<file path="config.mk">
export PLATFORM = sky130hd
export DESIGN_NAME = an_sec_decoder_seq
export DESIGN_NICKNAME = d
export VERILOG_FILES = /design/src/rtl/an_code_pkg.sv /design/src/rtl/an_seq_divider.sv /design/src/rtl/an_sec_decoder_seq.sv
export SDC_FILE = /design/constraint.sdc
export NUM_CORES = 1
export LEC_CHECK = 0
export ABC_AREA = 1
export CORE_MARGIN = 2
export CORE_UTILIZATION = 65
export DETAILED_ROUTE_END_ITERATION = 16
export PLACE_DENSITY = 0.85
export SLEW_MARGIN = 5
export SYNTH_ARGS = -nofsm -noshare
export SYNTH_HDL_FRONTEND = slang
export SYNTH_SLANG_ARGS = --single-unit
export TNS_END_PERCENT = 50
</file>
<file path="constraint.sdc">
create_clock -name clk -period 4.05 [get_ports clk]
set_input_delay 0.405 -clock clk [delete_from_list [all_inputs] [get_ports clk]]
set_output_delay 0.405 -clock clk [all_outputs]
set_load 0.005 [all_outputs]
</file>
<file path="src/rtl/an_code_pkg.sv">
// Shared definitions for the AN-code encoder/decoder family: FSM states,
// default code constants and a constant-width helper.
package an_code_pkg;

    typedef enum logic [1:0] {
        IDLE,
        DIV,
        SEARCH,
        DONE
    } state_t;

    localparam int DEFAULT_A      = 83;
    localparam int DEFAULT_W_BITS = 38;

    function automatic int clog2(input int value);
        int result;
        result = 0;
        for (int b = 0; b < 31; b++) begin
            if ((1 << b) < value) result = b + 1;
        end
        return result;
    endfunction

endpackage

</file>
<file path="src/rtl/an_seq_divider.sv">
// Bit-serial restoring divider by the constant A: one quotient bit per cycle,
// MSB first. q and r present the final values combinationally while done is high.
module an_seq_divider
    import an_code_pkg::*;
#(
    parameter int A      = DEFAULT_A,
    parameter int A_BITS = 7,
    parameter int W_BITS = DEFAULT_W_BITS
) (
    input  logic              clk,
    input  logic              rst_n,
    input  logic              start,
    input  logic [W_BITS-1:0] dividend,
    output logic              busy,
    output logic              done,
    output logic [W_BITS-1:0] q,
    output logic [A_BITS:0]   r
);

    localparam int              C_BITS = clog2(W_BITS);
    localparam logic [A_BITS:0] A_EXT  = (A_BITS + 1)'(A);
    localparam logic [C_BITS-1:0] LAST = C_BITS'(W_BITS - 1);

    logic [W_BITS-1:0] shift_q, quo_q, quo_next;
    logic [A_BITS-1:0] rem_q;
    logic [A_BITS:0]   trial, rem_next;
    logic [C_BITS-1:0] cnt_q;
    logic              busy_q, take;

    always_comb begin
        trial    = {rem_q, shift_q[W_BITS-1]};
        take     = (trial >= A_EXT);
        rem_next = take ? trial - A_EXT : trial;
        quo_next = {quo_q[W_BITS-2:0], take};
    end

    assign busy = busy_q;
    assign done = busy_q && (cnt_q == LAST);
    assign q    = quo_next;
    assign r    = rem_next;

    // NOTE: state is updated with non-blocking assignments so every register
    // samples the pre-edge values, independent of statement order.
    always_ff @(posedge clk or negedge rst_n) begin
        if (!rst_n) begin
            shift_q <= '0;
            quo_q   <= '0;
            rem_q   <= '0;
            cnt_q   <= '0;
            busy_q  <= 1'b0;
        end else if (start) begin
            shift_q <= dividend;
            quo_q   <= '0;
            rem_q   <= '0;
            cnt_q   <= '0;
            busy_q  <= 1'b1;
        end else if (busy_q) begin
            shift_q <= {shift_q[W_BITS-2:0], 1'b0};
            quo_q   <= quo_next;
            rem_q   <= rem_next[A_BITS-1:0];
            cnt_q   <= cnt_q + C_BITS'(1);
            if (done) busy_q <= 1'b0;
        end
    end

endmodule

</file>
<file path="src/rtl/an_sec_decoder_seq.sv">
// Handshaked AN-code single-error-correcting decoder: divides W by A, then walks
// 2^i mod A to locate a +/-2^i error without a syndrome table.
module an_sec_decoder_seq
    import an_code_pkg::*;
#(
    parameter int A      = DEFAULT_A,
    parameter int A_BITS = 7,
    parameter int W_BITS = DEFAULT_W_BITS,
    parameter int N_BITS = 31,
    parameter int L_MAX  = 41,
    parameter int P_BITS = 6
) (
    input  logic              clk,
    input  logic              rst_n,
    input  logic              in_valid,
    output logic              in_ready,
    input  logic [W_BITS-1:0] W,
    output logic              out_valid,
    input  logic              out_ready,
    output logic [N_BITS-1:0] N,
    output logic              corrected,
    output logic [P_BITS-1:0] err_pos,
    output logic              err_sign,
    output logic              uncorrectable
);

    localparam logic [A_BITS:0] A_EXT = (A_BITS + 1)'(A);

    state_t            state_q, state_d;
    logic [W_BITS-1:0] q_q, k_q, k_next, div_q;
    logic [A_BITS:0]   r_q, p_q, p_dbl, p_next, div_r;
    logic [P_BITS-1:0] i_q;
    logic [W_BITS:0]   ncand;
    logic              accept, div_busy, div_done;
    logic              pos_hit, neg_hit, hit, in_range, last_idx, p_wrap;

    logic [N_BITS-1:0] n_q;
    logic [P_BITS-1:0] err_pos_q;
    logic              corrected_q, err_sign_q, unc_q;

    assign accept = in_valid && in_ready && !div_busy;

    an_seq_divider #(.A(A), .A_BITS(A_BITS), .W_BITS(W_BITS)) u_div (
        .clk      (clk),
        .rst_n    (rst_n),
        .start    (accept),
        .dividend (W),
        .busy     (div_busy),
        .done     (div_done),
        .q        (div_q),
        .r        (div_r)
    );

    // Invariant while searching: 2^i = A*k + p, so W -/+ 2^i divides by A
    // exactly when r matches p or A-p.
    always_comb begin
        pos_hit  = (r_q == p_q);
        neg_hit  = !pos_hit && (r_q == A_EXT - p_q);
        hit      = pos_hit || neg_hit;
        ncand    = pos_hit ? ({1'b0, q_q} - {1'b0, k_q})
                           : ({1'b0, q_q} + {1'b0, k_q} + (W_BITS + 1)'(1));
        in_range = (ncand[W_BITS:N_BITS] == '0);
        last_idx = (i_q == P_BITS'(L_MAX - 1));
        p_dbl    = {p_q[A_BITS-1:0], 1'b0};
        p_wrap   = (p_dbl >= A_EXT);
        p_next   = p_wrap ? p_dbl - A_EXT : p_dbl;
        k_next   = {k_q[W_BITS-2:0], 1'b0} + W_BITS'(p_wrap);
    end

    always_ff @(posedge clk or negedge rst_n) begin
        if (!rst_n) state_q <= IDLE;
        else        state_q <= state_d;
    end

    // NOTE: state_d gets a default before the case so no path leaves it
    // unassigned, which would otherwise infer a latch.
    always_comb begin
        state_d = state_q;
        case (state_q)
            IDLE:    if (accept) state_d = DIV;
            DIV:     if (div_done) state_d = (div_r == '0) ? DONE : SEARCH;
            SEARCH:  if (hit || last_idx) state_d = DONE;
            DONE:    if (out_ready) state_d = IDLE;
            default: state_d = IDLE;
        endcase
    end

    always_comb begin
        in_ready      = (state_q == IDLE);
        out_valid     = (state_q == DONE);
        N             = n_q;
        corrected     = corrected_q;
        err_pos       = err_pos_q;
        err_sign      = err_sign_q;
        uncorrectable = unc_q;
    end

    always_ff @(posedge clk or negedge rst_n) begin
        if (!rst_n) begin
            q_q         <= '0;
            r_q         <= '0;
            p_q         <= '0;
            k_q         <= '0;
            i_q         <= '0;
            n_q         <= '0;
            corrected_q <= 1'b0;
            err_pos_q   <= '0;
            err_sign_q  <= 1'b0;
            unc_q       <= 1'b0;
        end else begin
            case (state_q)
                IDLE: if (accept) begin
                    n_q         <= '0;
                    corrected_q <= 1'b0;
                    err_pos_q   <= '0;
                    err_sign_q  <= 1'b0;
                    unc_q       <= 1'b0;
                end
                DIV: if (div_done) begin
                    q_q <= div_q;
                    r_q <= div_r;
                    p_q <= (A_BITS + 1)'(1);
                    k_q <= '0;
                    i_q <= '0;
                    if (div_r == '0) n_q <= div_q[N_BITS-1:0];
                end
                SEARCH: begin
                    if (hit && in_range) begin
                        n_q         <= ncand[N_BITS-1:0];
                        corrected_q <= 1'b1;
                        err_pos_q   <= i_q;
                        err_sign_q  <= neg_hit;
                    end else if (hit || last_idx) begin
                        n_q   <= q_q[N_BITS-1:0];
                        unc_q <= 1'b1;
                    end else begin
                        p_q <= p_next;
                        k_q <= k_next;
                        i_q <= i_q + P_BITS'(1);
                    end
                end
                default: ;
            endcase
        end
    end

endmodule

</file>
-- Word-level counts from Yosys, hierarchy flattened
Cells that the tools add are included.
- $add $sub $neg: 9
- $mul: 0
- div/mod/pow operators: 0
- $lt $le $gt $ge: 2
- eq/ne operators: 16
- shift operators: 0
- muxes and demuxes: 49
- bitwise operators: 0
- reduce and logical (&&, ||, !) cells: 22
- operator list (kind ; count):
    $mux 38 ; 5
    $mux 31 ; 5
    $pmux 31 s3 ; 1
    $pmux 38 s2 ; 1
    $mux 37 ; 2
    $mux 6 ; 7
    $mux 8 ; 5
    $add 38x38->39 ; 1
    $add 39x1->39 const B ; 1
    $mux 39 ; 1
    $sub 38x38->39 ; 1
    $add 38x1->38 ; 1
    $pmux 6 s2 ; 2
    $eq 8x8->1 ; 2
    $ge 8x7->1 const B ; 2
    $logic_not 8->1 ; 2
    $pmux 8 s2 ; 1
    $sub 8x7->8 const B ; 2
    $mux 7 ; 2
    $add 6x1->6 const B ; 2
    $eq 6x6->1 const B ; 2
    $ne 2x2->1 const B ; 6
    $reduce_and 4->1 ; 3
    $mux 1 ; 9
    other kinds (17) ; 32
- bits in registers: 229
- bits in latches: 0
- bits in writable memories: 0
- memory bits (read-only): 0
- output and inout bits: 42
- logic and storage cells: 114
- memories: 0

-- Depth between registers and ports, before layout
Gate-level depths: netlist of run 1.
- depth after elaboration: 8
- gate-level depth with buffers: 26
- gate-level depth less buffers: 24

-- Cells and area by module
A second synthesis of run 1 with hierarchy kept.
- cell total of the unflattened synthesis: 2423
- area, all modules: 17111.4 µm²
- modules (own cells, without submodules) (module ; times used ; cells an instance ; area an instance (µm²) ; seq. area each (µm²)):
    an_sec_decoder_seq ; 1 ; 2017 ; 13070.0 ; 3503.4
    an_seq_divider ; 1 ; 406 ; 4041.4 ; 2227.1

-- Least setup slack after synthesis of run 1
No wires, ideal clock.
- path kind: register -> register
- start: reg q_q[0]
- end: reg n_q[14], in the netlist N[14]
- setup time: 0.117 ns
- data arrival time: 2.517 ns
- data required time: 3.933 ns
- setup slack: 1.416 ns
- cell stages (with the launch flop): 23
- path buffers: 1
- period minus slack after synthesis: 2.634 ns
- path through: dfrtp_1 inv_1 ha_1 fa_1 inv_1 nand2_1 a21oi_1 nand2_1 nand3_1 nand2_1 o21ai_1 nand2_1 nand3_1 nand2_1 nand2_1 nand2_1 nor2_4 nand2_4 buf_6 nand3_1 nand3_1 nand2_1 nand2_1
- longest elaborated chain between the ends: 7
- RTL lines (element ; line ; text):
    from (decl) ; an_sec_decoder_seq.sv:30 ; logic [W_BITS-1:0] q_q, k_q, k_next, div_q;
    from (signal assigned) ; an_sec_decoder_seq.sv:120 ; q_q <= div_q;
    $add 38x38->39 ; an_sec_decoder_seq.sv:61 ; : ({1'b0, q_q} + {1'b0, k_q} + (W_BITS + 1)'(1));
    $add 39x1->39 ; an_sec_decoder_seq.sv:61 ;
    $mux 39 * ; an_sec_decoder_seq.sv:60 ; ncand = pos_hit ? ({1'b0, q_q} - {1'b0, k_q})
    $logic_not 8->1 ; an_sec_decoder_seq.sv:62 ; in_range = (ncand[W_BITS:N_BITS] == '0);
    $logic_and 1x1->1 ; an_sec_decoder_seq.sv:128 ; if (hit && in_range) begin
    $ne 3x3->1 (no source line) / $mux 31 (equally long branches) ; -- ;
    $reduce_and 5->1 (no source line) / $pmux 31 s3 (equally long branches) ; -- ;
    to (signal assigned) ; an_sec_decoder_seq.sv:125 ; if (div_r == '0) n_q <= div_q[N_BITS-1:0];
    to (signal assigned) ; an_sec_decoder_seq.sv:129 ; n_q <= ncand[N_BITS-1:0];
    to (signal assigned) ; an_sec_decoder_seq.sv:134 ; n_q <= q_q[N_BITS-1:0];
    to (decl) ; an_sec_decoder_seq.sv:37 ; logic [N_BITS-1:0] n_q;
Mark *: on every way between the ends. The rest lies on a longest branch, timed or not.
A chain may end at the register's enable or synchronous reset.

-- Worst setup path in the final report of run 1
- start: reg q_q[2]
- end: reg err_pos_q[2], in the netlist err_pos[2]
- longest elaborated chain between the ends: 7
- RTL lines (element ; line ; text):
    $add 38x38->39 ; an_sec_decoder_seq.sv:61 ;
    $add 39x1->39 ; an_sec_decoder_seq.sv:61 ;
    $mux 39 * ; an_sec_decoder_seq.sv:60 ;
    $logic_not 8->1 * ; an_sec_decoder_seq.sv:62 ;
    $logic_and 1x1->1 * ; an_sec_decoder_seq.sv:128 ;
    $ne 2x2->1 (no source line) * ; -- ;
    $reduce_and 3->1 (no source line) * ; -- ;
    to (signal assigned) ; an_sec_decoder_seq.sv:131 ; err_pos_q <= i_q;
    to (decl) ; an_sec_decoder_seq.sv:38 ; logic [P_BITS-1:0] err_pos_q;
Marked as above.

==> results of run 1 <==
[stage by stage]
step                 util  hold slack [ns]  cells  worst slack, ns  area, sq um
finish              0.723            0.433   2799            0.177        18000
global route        0.723            0.466   2799           0.0305        18000
CTS                 0.723            0.440   2799            0.324        18000
detailed placement  0.693            0.412   2755            0.361        17300
global placement    0.693            0.413   2755            0.397        17300
floorplan               -            0.109   2422             1.42        16300
[flip-flops by register name, summed over array words and instances, names as in the netlist, 7 cells and up]
register / count
k_q: 38
r_q: 8
N: 31
q_q: 38
p_q: 8
u_div.shift_q: 38
u_div.quo_q: 37
u_div.rem_q: 7
[per-layer routing]
metal,up-vias,share of wire
li1,7736,-
met2,978,0.45
met4,0,0.037
met1,7868,0.41
met5,-,0
met3,143,0.10
[critical path, cell delays in order, from the launching register on]
cell	delay (ns)
dfrtp_1	0.46
ha_1	0.51
inv_1	0.15
a21oi_1	0.22
nand2_1	0.24
nand2_1	0.11
nand2_1	0.11
nand2_1	0.08
nand2_1	0.13
nand2_1	0.18
nand2_1	0.08
nand2_1	0.06
nand2_1	0.06
nand2_1	0.05
nand2_1	0.05
inv_1	0.04
nand2_1	0.16
nor2_4	0.23
buf_4	0.35
nand4_2	0.27
o21ai_1	0.23
[worst min-delay path by stage]
stage / startpoint / cells after the start / slack, ns / to
5_1_grt: W[0] / 3 / 0.47 / u_div.shift_q[0]$_DFFE_PN0P_
2_1_floorplan: rst_n / 0 / 0.11 / N[0]$_DFFE_PN0P_
4_1_cts: W[0] / 3 / 0.44 / u_div.shift_q[0]$_DFFE_PN0P_
3_3_place_gp: rst_n / 1 / 0.41 / u_div.shift_q[25]$_DFFE_PN0P_
6_report: rst_n / 2 / 0.43 / u_div.shift_q[26]$_DFFE_PN0P_
3_5_place_dp: rst_n / 1 / 0.41 / u_div.shift_q[25]$_DFFE_PN0P_
[power groups by stage]
stage / clock network, uW / logic (uW) / registers, uW
floorplan: 0 / 7430 / 3390
global placement: 0 / 10200 / 3490
detailed placement: 0 / 10400 / 3530
CTS: 2140 / 10500 / 3520
global route: 2240 / 11800 / 3610
finish: 2140 / 10800 / 3550
[timing repair]
action                     CTS  global route
hold endpoints to repair    76             0
setup endpoints to repair    0             0
hold buffers                 1             0
gates resized for setup      0             0
[cell type report]
class / instances / area (sq um) / share of cell area
multi-input cells: 1720 / 8720 / 0.483
flip-flops and latches: 229 / 5730 / 0.317
clock buffers: 34 / 699 / 0.0387
well taps: 330 / 413 / 0.0229
repair buffers: 106 / 1040 / 0.0574
inverters: 371 / 1390 / 0.0772
clock inverters: 9 / 52.6 / 0.00291
[placed cells by master (no fill, tap or decap), drive strengths merged, types with 2 or more instances in the layout]
master,n
nand2,769
inv,367
dfrtp,229
nand3,195
nor2,178
o21ai,164
ha,89
a21oi,84
clkdlybuf4s50,82
nand4,49
o22ai,46
xor2,40
nor3,35
clkbuf,34
buf,23
o211ai,18
o21bai,13
xnor2,13
clkinv,13
nand3b,6
a31oi,4
o221ai,4
nor4,2
nor3b,2
fa,2
or2,2
[cell families (layout without fill, tap and decap cells)]
| family | after synthesis | in the layout | synth area share |
|---|---|---|---|
| XOR/XNOR | 53 | 53 | 0.0289 |
| AO/OA/AOI/OAI | 337 | 337 | 0.114 |
| flip-flops | 229 | 229 | 0.351 |
| adder cells (fa/ha/maj) | 91 | 91 | 0.0706 |
| AND/OR/NAND/NOR | 1239 | 1239 | 0.319 |
| buffers and inverters | 473 | 520 | 0.116 |
==> impl_results.md, run 1 <==
* Status: completed
* Achievable Freq at 258 MHz
* Pins Over Slew Limit at 0
* Skew-Pair Late Insertion Delay at ~0.53 ns
* Io pins at 84
* Global routing usage on met3 at 0.0677
* Met1 usage at 0.550
* DRT Pass-1 Iters at 6
* Number of H-tree levels at 1
* Data arrival, critical path at 4.31 ns
* First-pass GRT wire length at 83700 microns
* Via density at 5.98
* Clock sink total at 229
* Die area at about 26000 sq um
* Worst Setup EP: err_pos[2]$_DFFE_PN0P_
* Largest fanout on the critical path at 29
* P_sw at 9050 uW
* Synth area leaders: dfrtp_1 35%, nand2_1 18%, inv_1 8.2%
* Root Buffer: clkbuf_16
* Setup CP Type: reg -> reg
* Cell count after synthesis at between 2000 and 2500
* P&R area growth vs syn at 10.5%
* Share of layout cells above drive strength 1 at 0.0433
* Main flop type after synthesis: dfrtp_1
* Final #Nets at 2586
* Cells on worst reg2reg path at 20
* Leading area contributor after synthesis: dfrtp_1
* R2r endpoint: err_pos[2]$_DFFE_PN0P_
* CTS tree: built
* WP data required at 4.48 ns
* Max VDD drop at 1.24 mV
* R2r startpoint: q_q[2]$_DFFE_PN0P_
* MaxCap Viol Count at 0
* Hpwl dp at 39200 microns
* DRT iter0 DRCs at 2120
* Relative slew slack at 0.426
* RSZ-0062 raised after global routing: false
* Sw frac at 0.548
* Longest Clk Path Bufs at 3
* Pwr/cell area at 915 nW/um^2
* N_diodes at 0
* Starting Density at 0.654
* Core area at 25000 sq um
* Chip width at 163 microns
* Crit share post-route at 0.956
* Post-synth top cells: 763 x nand2_1, 359 x inv_1, 229 x dfrtp_1
* WL/cell at 18.8 microns
* Vias in the first global route at 16000
* CTS buffer count at 25
* Setup Skew at 0.0161 ns
* Avg Inst Size Synth at approximately 6.7 sq um
* Combinational share of power at 0.656
* Clk pwr share at 0.130
* Fill count at just under 2000
* Hold Crit Class: in -> async
* Slew @ Worst Pin at 0.861 ns
* Count leader, synth: nand2_1
* Seq/Total Area, Yosys at 0.351
* GP Congestion at 0.995
* DRC viols at 0
* Seq pwr share at 0.215
* Overall Power at approximately 17000 uW
* Final hold viol count at 0
* Setup violators final at 0
* Register-to-register setup slack at 0.18 ns
* Gr ovfl total at 0
* Met2 Usage GRT at 0.644
* Synth top area share at 0.351
* CP Launch Point: q_q[2]$_DFFE_PN0P_
* Clock-pin slew on the worst setup and hold paths at 0.06 ns
* Setup TNS at 0 ns
* Die H at 163 microns
* GR peak layer: met2
* Initial antenna violation count at 0
* Antenna viol nets, final at 0
* Library cells used by synthesis at slightly below 50
* Element type at the critical path start: register
* I/O Buffers at 83
* Synth warn at 0
* Minimum clock period at approximately 3.9 ns
* Synth Net Count at approximately 2600
* Largest net degree at the start of global routing at 89
* Post-Syn Area at 16300 sq um
* Vias at around 17000
* Yosys reg bits at 229
* Async set-reset flop share out of synthesis at 1.00
* Crit end category: register
* Int Pwr at 7460 uW
* Post-synth EDFFs at 0
* Post-CTS Setup Bufs at 0
* Placement Rows at 58
* Tot GR Track Use at 0.401
* Routed Wire Length at around 53000 microns
* P_leak at 0.00941 uW
Power figures use the tool's default switching activity.
==> run 2, diff against run 1 <==
--- a/config.mk
+++ b/config.mk
@@ -7,9 +7,8 @@
 export LEC_CHECK = 0
 export ABC_AREA = 1
 export CORE_MARGIN = 2
-export CORE_UTILIZATION = 65
+export CORE_UTILIZATION = 28
 export DETAILED_ROUTE_END_ITERATION = 16
-export PLACE_DENSITY = 0.85
 export SLEW_MARGIN = 5
 export SYNTH_ARGS = -nofsm -noshare
 export SYNTH_HDL_FRONTEND = slang
==> run 2 against run 1 <==
Compared with the run above:
- the flow now finishes with violations (negative hold slack)
- critical path depth up 1
- core utilization decreased by 40 points
- sequential power shrank 2%
- global-route usage shrank 23 points
- combinational power about the same
- via count fell by 6.8%
- maximum frequency up 7.8%
- register-to-register slack gained 0.28 ns
- sequential cell count stayed put
- routed wire length is 0.26% lower
- critical path type unchanged
- largest cell class unchanged
- highest routed layer unchanged
==> impl_results.md, run 2 (synthesis results as in run 1) <==
* Post-CTS Setup Bufs at 0 (unchanged)
* Seq pwr share at 0.210 (-0.005)
* GP Congestion at 0.969 (-2.6%)
* Sw frac at 0.537 (-0.0111)
* Placed Area at 17900 sq um (+3.5%)
* MaxCap Viol Count at 0 (unchanged)
* Pre-CTS WS at 0.521 ns (+0.160 ns)
* Clk pwr share at 0.141 (+0.011)
* RSZ-0062 raised after global routing: false
* Core area at 57700 sq um (+130%)
* Biggest regs: k_q: 38 flops, q_q: 38 flops, u_div.shift_q: 38 flops
* Clock-pin slew on the worst setup and hold paths at 0.06 ns (about the same)
* N_diodes at 0 (unchanged)
* P&R area growth vs syn at 14.6%
* Minimum clock period at 3.59 ns (-0.282 ns)
* Hpwl dp at 40500 microns (+3.4%)
* CTS tree: built
* Final hold viol count at 17 (+17)
* Fill count at 6346 (+220%)
* Share of layout cells above drive strength 1 at 0.0481 (+0.00476)
* Longest Clk Path Bufs at 3 (unchanged)
* Vias at 15600 (-6.8%)
* Die area at 60300 sq um (+130%)
* Placement Rows at 88 (+52%)
* Violated checks: negative hold slack
* Hold Crit Class: in -> async
* Clock sink total at 229 (unchanged)
* Die H at 246 microns (+51%)
* Chip width at 246 microns (+51%)
* Antenna viol nets, final at 0 (unchanged)
* Setup CP Type: reg -> reg
* WP data required at 4.52 ns (+0.04 ns)
* Slew @ Worst Pin at 0.991 ns (+0.130 ns)
* Via density at 4.81 (-19%)
* I/O Buffers at 83 (unchanged)
* DRC viols at 0 (unchanged)
* Final WS setup at 0.459 ns (+0.282 ns)
* Io pins at 84 (unchanged)
* Relative slew slack at 0.339 (-0.0873)
* Routed Wire Length at 52600 microns (-0.26%)
* Hold buffer count at cts at 0 (-1)
* Cells on worst reg2reg path at 21 (+5.0%)
* Setup TNS at 0 ns (unchanged)
* Element type at the critical path start: register
* Initial antenna violation count at 0 (unchanged)
* P_leak at 0.00947 uW (+0.64%)
* Data arrival, critical path at 4.06 ns (-0.25 ns)
* Largest net degree at the start of global routing at 124 (+39%)
* Commonest cells after routing, fill and taps aside: 763 x nand2_1, 357 x inv_1, 229 x dfrtp_1
* P_sw at 8870 uW (-2.0%)
* First-pass GRT wire length at 84200 microns (+0.59%)
* Setup violators final at 0 (unchanged)
* Achievable Freq at 278 MHz (+7.8%)
* Int Pwr at 7650 uW (+2.5%)
* Most common cell after layout, fill and taps aside: nand2_1
* Crit end category: register
* DRT Pass-1 Iters at 6 (unchanged)
* Max VDD drop at 0.903 mV (-27%)
* WL/cell at 16.2 microns (-14%)
* Setup Skew at 0.0181 ns (+0.00207 ns)
* Final Cell Area at 18700 sq um (+3.7%)
* Largest fanout on the critical path at 32 (+10%)
* Register-to-register setup slack at 0.46 ns (+0.28 ns)
* DRT iter0 DRCs at 1282 (-40%)
* Hold slack final at -0.0596 ns (-0.492 ns)
* Combinational share of power at 0.648 (-0.008)
* Number of H-tree levels at 1 (unchanged)
* Final #Nets at 2592 (+0.23%)
* Crit share post-route at 0.887 (-0.0695)
* Starting Density at 0.283 (-0.371)
* Gr ovfl total at 0 (unchanged)
* Pwr/cell area at 883 nW/um^2 (-3.5%)
* Tot GR Track Use at 0.174 (-0.226)
* Root Buffer: clkbuf_16
* Pins Over Slew Limit at 0 (unchanged)
* PostCTS Resize Cnt at 0 (unchanged)
* Status: complete, but fails checks
* CTS buffer count at 25 (unchanged)
* Skew-Pair Late Insertion Delay at 0.55 ns (+0.02 ns)
* Vias in the first global route at 15200 (-4.9%)
run 2: changes by cell type in the layout (fill, tap and decap cells not counted):
cell	delta
clkinv_2	-4
clkinvlp_4	+2
clkbuf_1	-4
bufinv_16	+2
dlygate4sd3_1	-1
clkinv_1	-2
buf_12	+1
clkinv_4	+2
inv_2	+2
buf_4	+6
inv_6	+1
run 2: metal layers:
metal / share of wire / global-route usage / up-vias
met5: 0 / 0 / -
met4: 0.031 / 0.0537 / 0
met3: 0.065 / 0.0321 / 87
met2: 0.44 / 0.281 / 434
met1: 0.46 / 0.236 / 7306
li1: - / - / 7760
run 2: final cells by class:
| class | count | area [sq um] | area share |
|---|---|---|---|
| sequential | 229 | 5730 | 0.306 |
| tap | 765 | 957 | 0.0511 |
| inverter | 371 | 1390 | 0.0745 |
| clock buffer | 30 | 684 | 0.0366 |
| clock inverter | 12 | 134 | 0.00715 |
| multi-input combinational | 1720 | 8720 | 0.466 |
| timing repair buffer | 112 | 1090 | 0.0583 |
run 2: power groups by stage:
stage / Sequential (uW) / Combinational [uW] / Clock, uW
after detailed placement: 3500 / 10600 / 0
after CTS: 3480 / 10600 / 2390
after global placement: 3500 / 10600 / 0
after global routing: 3580 / 11900 / 2480
final: 3470 / 10700 / 2330
after floorplan: 3390 / 7430 / 0
run 2: final timing paths:
path                                    startpoint                       endpoint
worst max-delay path            q_q[0]$_DFFE_PN0P_              N[13]$_DFFE_PN0P_
worst min-delay path                         rst_n     u_div.rem_q[1]$_DFFE_PN0P_
worst max register to register  q_q[0]$_DFFE_PN0P_              N[13]$_DFFE_PN0P_
worst min register to register    N[4]$_DFFE_PN0P_               N[4]$_DFFE_PN0P_
max in group asynchronous                    rst_n      uncorrectable$_DFFE_PN0P_
min in group clk                             W[10]  u_div.shift_q[10]$_DFFE_PN0P_
run 2: stage by stage:
stage / utilization / instances / hold slack, ns / power, uW
after detailed placement: 0.310 / 3197 / 0.464 / 14100
after floorplan: - / 2422 / 0.109 / 10800
after CTS: 0.324 / 3239 / 0.00917 / 16500
after global placement: 0.310 / 3197 / 0.462 / 14100
after global routing: 0.324 / 3239 / 0.0248 / 18000
final: 0.324 / 3239 / -0.0596 / 16500
run 2: worst max-delay path, cell delays in order (launching register included):
cell and delay (ns):
dfrtp_1 0.36, inv_1 0.08, ha_1 0.22, fa_1 0.37, inv_1 0.17, nand2_1 0.09
a21oi_1 0.18, nand2_1 0.09, nand3_1 0.19, nand2_1 0.08, o21ai_1 0.23, nand2_1 0.11
nand3_1 0.09, nand2_1 0.05, nand2_1 0.09, nand2_1 0.09, nor2_4 0.12, buf_4 0.39
nand4_1 0.23, nand3_1 0.15, nand2_1 0.06, nand2_1 0.07
